[src/rtl/alu_sequencer.sv]
// Instruction sequencer for a simple register-file/ALU datapath.
// Moore FSM: all outputs come from the current state and the latched instruction.
module alu_sequencer (
    input  logic        clk,
    input  logic        reset_n,
    input  logic        s,
    input  logic [15:0] instr,
    output logic [2:0]  readnum,
    output logic [2:0]  writenum,
    output logic        write,
    output logic        loada,
    output logic        loadb,
    output logic        loadc,
    output logic        loads,
    output logic        asel,
    output logic        bsel,
    output logic [1:0]  shift,
    output logic [1:0]  ALUop,
    output logic        vsel,
    output logic [15:0] sximm8,
    output logic        busy,
    output logic        done,
    output logic        err
);

    typedef enum logic [2:0] {
        S_WAIT   = 3'd0,
        S_DECODE = 3'd1,
        S_GETA   = 3'd2,
        S_GETB   = 3'd3,
        S_ALU    = 3'd4,
        S_WRIMM  = 3'd5,
        S_WRREG  = 3'd6
    } state_t;

    state_t      state_q, state_d;
    logic [15:0] ir_q, ir_d;

    logic [2:0] opc, rn, rd, rm;
    logic [1:0] op, sh;
    logic       is_alu, is_cmp;

    assign opc = ir_q[15:13];
    assign op  = ir_q[12:11];
    assign rn  = ir_q[10:8];
    assign rd  = ir_q[7:5];
    assign sh  = ir_q[4:3];
    assign rm  = ir_q[2:0];

    // ALU-class ops read A; MVN and MOV reg pass only the shifted B operand.
    assign is_alu = (opc == 3'b101) && (op != 2'b11);
    assign is_cmp = (opc == 3'b101) && (op == 2'b01);

    assign sximm8 = {{8{ir_q[7]}}, ir_q[7:0]};
    assign busy   = (state_q != S_WAIT);

    always_ff @(posedge clk or negedge reset_n) begin
        if (!reset_n) begin
            state_q <= S_WAIT;
            ir_q    <= 16'h0000;
        end else begin
            state_q <= state_d;
            ir_q    <= ir_d;
        end
    end

    always_comb begin
        state_d  = state_q;
        ir_d     = ir_q;
        readnum  = 3'd0;
        writenum = 3'd0;
        write    = 1'b0;
        loada    = 1'b0;
        loadb    = 1'b0;
        loadc    = 1'b0;
        loads    = 1'b0;
        asel     = 1'b0;
        bsel     = 1'b0;
        shift    = 2'd0;
        ALUop    = 2'd0;
        vsel     = 1'b0;
        done     = 1'b0;
        err      = 1'b0;

        case (state_q)
            S_WAIT: begin
                if (s) begin
                    ir_d    = instr;
                    state_d = S_DECODE;
                end
            end
            S_DECODE: begin
                if (opc == 3'b110 && op == 2'b10)      state_d = S_WRIMM;
                else if (opc == 3'b110 && op == 2'b00) state_d = S_GETB;
                else if (is_alu)                       state_d = S_GETA;
                else if (opc == 3'b101)                state_d = S_GETB;
                else begin
                    err     = 1'b1;
                    done    = 1'b1;
                    state_d = S_WAIT;
                end
            end
            S_GETA: begin
                readnum = rn;
                loada   = 1'b1;
                state_d = S_GETB;
            end
            S_GETB: begin
                readnum = rm;
                loadb   = 1'b1;
                state_d = S_ALU;
            end
            S_ALU: begin
                bsel  = 1'b0;
                shift = sh;
                asel  = is_alu;
                ALUop = (opc == 3'b101) ? op : 2'b00;
                if (is_cmp) begin
                    loads   = 1'b1;
                    done    = 1'b1;
                    state_d = S_WAIT;
                end else begin
                    loadc   = 1'b1;
                    state_d = S_WRREG;
                end
            end
            S_WRIMM: begin
                write    = 1'b1;
                vsel     = 1'b1;
                writenum = rn;
                done     = 1'b1;
                state_d  = S_WAIT;
            end
            S_WRREG: begin
                write    = 1'b1;
                writenum = rd;
                done     = 1'b1;
                state_d  = S_WAIT;
            end
            default: state_d = S_WAIT;
        endcase
    end

endmodule

[config.mk]
export PLATFORM = sky130hd
export DESIGN_NAME = alu_sequencer
export DESIGN_NICKNAME = d
export VERILOG_FILES = /design/src/rtl/alu_sequencer.sv
export SDC_FILE = /design/constraint.sdc
export NUM_CORES = 1
export LEC_CHECK = 0
export CORE_AREA = 2 2 57 59
export CTS_BUF_LIST = sky130_fd_sc_hd__clkbuf_4 sky130_fd_sc_hd__clkbuf_8
export DETAILED_ROUTE_END_ITERATION = 10
export DIE_AREA = 0 0 59 61
export PLACE_DENSITY = 0.79
export SLEW_MARGIN = 15
export SYNTH_ARGS = -nofsm -noshare
export SYNTH_HDL_FRONTEND = slang
export SYNTH_SLANG_ARGS = --single-unit
[constraint.sdc]
create_clock -name clk -period 1.7 [get_ports clk]
set_input_delay 0.17 -clock clk [delete_from_list [all_inputs] [get_ports clk]]
set_output_delay 0.17 -clock clk [all_outputs]
set_load 0.03 [all_outputs]
After elaboration in Yosys (flattened, before gate mapping)

Cells that the tools add are included.

Add/sub/neg operators: 0
Multipliers: 0
Div/mod/pow operators: 0
$lt $le $gt $ge: 0
Eq/ne operators: 12
Shifts and indexed selects: 0
Muxes and demuxes: 27
Bitwise logic cells: 0
Reductions and logical operators: 9

Operators by type and width:

| operator                                                              | number |
|---|---|
| 3-bit equality test, second input constant                            | 5 |
| 3-bit case mux with 5 select lines                                    | 1 |
| 1-bit two-way mux                                                     | 14 |
| 2-bit two-way mux                                                     | 6 |
| 3-bit case mux with 2 select lines                                    | 2 |
| 3-bit two-way mux                                                     | 3 |
| 3-bit by 2-bit equality test with 1-bit output, second input constant | 2 |
| 1-bit logical AND                                                     | 4 |
| 2-bit != test, second input constant                                  | 2 |
| 3-bit by 1-bit equality test with 1-bit output, second input constant | 1 |
| 3-bit logical NOT                                                     | 1 |
| 1-bit case mux with 3 select lines                                    | 1 |
| 3-bit nonzero test                                                    | 1 |
| 2-bit by 1-bit equality test with 1-bit output, second input constant | 1 |
| 2-bit equality test, second input constant                            | 1 |
| 2-bit logical NOT                                                     | 1 |
| 2-bit AND reduction                                                   | 1 |
| 2-bit OR reduction                                                    | 1 |

Register bits after elaboration: 19
Latch bits: 0
Bits in writable memories: 0
Memory bits (read-only): 0
Input port bits: 19
Output and inout bits: 37
Word-level logic and storage cells: 50
Memories kept: 0

Logic depth before layout (Yosys ltp)

Depth in word-level cells: 6
Depth in mapped cells: 6
Gate-level depth less buffers: 3

Least setup slack after synthesis

No wires, ideal clock.

Path kind: register to output
Start: register state_q[0]
End: output asel
Arrival: 1.542 ns
Data required time: 1.530 ns
Slack: -0.012 ns
Cell stages (with the launch flop): 5
Path buffers: 1
Cell sequence: dfrtp_1 buf_2 nor3b_1 and3_1 a21boi_1

Word-level cells in the longest chain between the ends: 2

Ends and longest elaborated chain:

| what                   | line | RTL |
|---|---|---|
| from (decl)            | 36   | `state_t state_q, state_d;` |
| from (signal assigned) | 62   | `state_q <= state_d;` |
| 3-bit equality test    | 85   | `case (state_q)` |
| 1-bit two-way mux      | 85   |  |
| to (decl)              | 15   | `output logic asel,` |

No other way between the ends.

Final worst setup path

Start: register state_q[0]
End: output done

Word-level cells in the longest chain between the ends: 3
Elaborated cells on any way between the ends: 6
Those cells by class: 4 x eq/ne; 1 x mux; 1 x reduce/logical

Ends and longest elaborated chain:

| what                                   | line | RTL |
|---|---|---|
| 3-bit equality test                    | 85   |  |
| 2-bit OR reduction (no source line)    | -    |  |
| 1-bit case mux with 3 select lines (*) | 85   |  |
| to (decl)                              | 22   | `output logic done,` |

Mark *: on every way between the ends. The rest lies on a longest branch, timed or not.

==> reports/summary.txt <==
Avg WL per Cell - 15.6 microns
Antenna cell count - 0
Fmax achieved - 576 MHz
Reg-to-reg setup timing slack - 0.10 ns
Synth top area cells - dfrtp_1, mux2_4, buf_4, mux2_2, nor2_1
Area growth, synth to finish - 51.4%
Most frequent cells in the layout - buf_4, clkdlybuf4s50_1, dfrtp_1
Reg2Reg Capture Point - ir_q[3]
Data required, critical path - 1.53 ns
Syn Inst Count - 111
Mapped cell area - 1200 sq um
Die Y - 61 microns
Sink Count - 19
Placer Congestion - 0.788
DRT iter0 DRCs - 10
Critical path peak fanout - 7
Post-synthesis async set-or-reset flop share - 1.00
Final WL - 3.10 mm
Largest net degree at the start of global routing - 20
Final hold vios - 0
Vias per cell - 5.17
Post-layout min period - 1.74 ns
Final TNS setup - -0.0498 ns
Antenna violation net count after detailed routing - 0
CP Data Arrival Time - 1.57 ns
Clk_lat worst skew - 0.29 ns
Seq cells post-synth - 19
CTS tree - yes
Via Count - 1023
CP Launch Type - register
DRC - 0
Clk_skew - 0.00279 ns
Core area - 2950 sq um
Outcome - complete, but fails checks
Peak supply drop - 1010 uV
Final worst-path cycle share - 1.02
Post-DP HPWL - 2.19 mm
Critical Path End Type - output port
Grt total ovfl - 0
Number of fill cells in the layout - 246
Pre-antenna DRT Iters - 4
Syn Area/Cell - 10.8 sq um
Multi-input gate area - 606 sq um
H-Tree Depth - 1
Setup CP Type - register to output port
Failing checks - negative setup slack
Register area - 482 sq um
Row Count - 20
Num CTS Buffers - 3
I/O pin cnt - 56
Share of post-route cells with drive strength above 1 - 0.467
Number of buffers added on ports - 54
Initial antenna violation count - 0
Yosys Warn Count - 0
CTS Hold Bufs - 0
Initial Util - 0.406
Vias in the first global route - 1054
Root Buffer - clkbuf_4
Worst r2r src - state_q[1]
Synth cell types - 34
Setup ws final - -0.0368 ns
Number of enable flip-flop cells after synthesis - 0
Cell area power density - 2120 nW/um^2
Die Span X - 59 microns
Area leader, netlist - dfrtp_1
Post-synthesis sequential area ratio - 0.397
GRT Total Usage - 0.179
Final #Nets - 185
Ys flop type - dfrtp_1
Post-synth top area share - 0.397
Worst-path clk slew - 0.11 ns
Max Cap Violations - 0
First-pass GRT wire length - 4.86 mm
RSZ-0062 raised after global routing - true
Dpl ws - 0.0944 ns
Syn nets - 130
R2R cell count - 5
Final setup viols - 3
Leakage power - 0.865 nW
Commonest non-fill, non-tap cell in the layout - buf_4
Final Slew Violations - 0
Worst hold path class - input pin to async pin
CTS max path bufs - 2
Die area - 3600 sq um
## worst max-delay path by stage
| stage | slack (ns) | start | end |
|---|---|---|---|
| finish | -0.04 | state_q[0] | done |
| global route | -0.08 | state_q[0] | done |
| CTS | -0.02 | state_q[1] | writenum[1] |
| detailed placement | 0.09 | state_q[2] | readnum[0] |
| global placement | 0.11 | state_q[2] | readnum[1] |
| floorplan | 0.14 | state_q[0] | writenum[0] |
## metrics by stage
step                hold slack (ns)  cells  utilization  total power, mW  area [sq um]
global route                  0.212    198        0.614             4.07          1810
global placement              0.512    187        0.559             3.37          1650
floorplan                    -0.126    111            -             2.75          1200
finish                        0.198    198        0.614             3.85          1810
CTS                           0.200    197        0.593             3.71          1750
detailed placement            0.527    187        0.559             3.40          1650
## cell families after synthesis
logic type | count (synthesis) | synth area share
buf+inv | 25 | 0.153
flops | 19 | 0.397
mux | 19 | 0.207
other cells | 1 | 0.00313
simple gates | 31 | 0.146
compound gates | 16 | 0.0940
## power by group
| part | switching (mW) | total [mW] | leakage, nW | internal (mW) |
|---|---|---|---|---|
| clock | 0.139 | 0.246 | 0.0184 | 0.107 |
| combinational | 1.36 | 2.60 | 0.626 | 1.24 |
| sequential | 0.314 | 1.01 | 0.220 | 0.694 |
## flip-flops by register name, summed over array words and instances, names as in the netlist
name     flops
state_q      3
ir_q        16
## worst max-delay path: stages (launching register included)
cell     delay [ns]
dfrtp_2        0.48
buf_4          0.17
buf_4          0.15
a21oi_1        0.14
o211a_1        0.20
buf_6          0.14
## Yosys cell counts (2+ instances only)
cell type   n
buf_4      17
inv_1       2
mux2_4     10
nand2_1     2
o21ai_0     2
nor2b_1     3
buf_2       2
mux2_2      6
and2_1      4
nand2b_1    2
o31ai_1     3
a22oi_1     3
dfrtp_1    19
a21oi_1     2
nor2_1     10
mux2i_1     3
and3_1      3
nor3b_1     2
## routing by layer
layer  global-route usage  part of all wire  up-vias
li1                     -                 -      480
met1                0.219              0.40      503
met2                0.310              0.54       36
met3               0.0299             0.044        4
met4               0.0779            0.0087        0
met5                    0                 0        -
## what timing repair did
| action | in CTS | in global routing |
|---|---|---|
| gates resized for setup | 21 | 26 |
| buffers inserted | 6 | 1 |
| cloned | 0 | 0 |
| endpoints found under the hold margin | 0 | 0 |
| pin swaps | 1 | 1 |
| endpoints found under the setup margin | 24 | 24 |
## area by class of cell
class | instances | share of cell area
multi-input cells | 67 | 0.334
repair buffers | 72 | 0.355
well taps | 33 | 0.0228
flip-flops and latches | 19 | 0.266
clock buffers | 4 | 0.0166
inverters | 3 | 0.00621
Note: power is estimated with default switching activity, not from simulation.
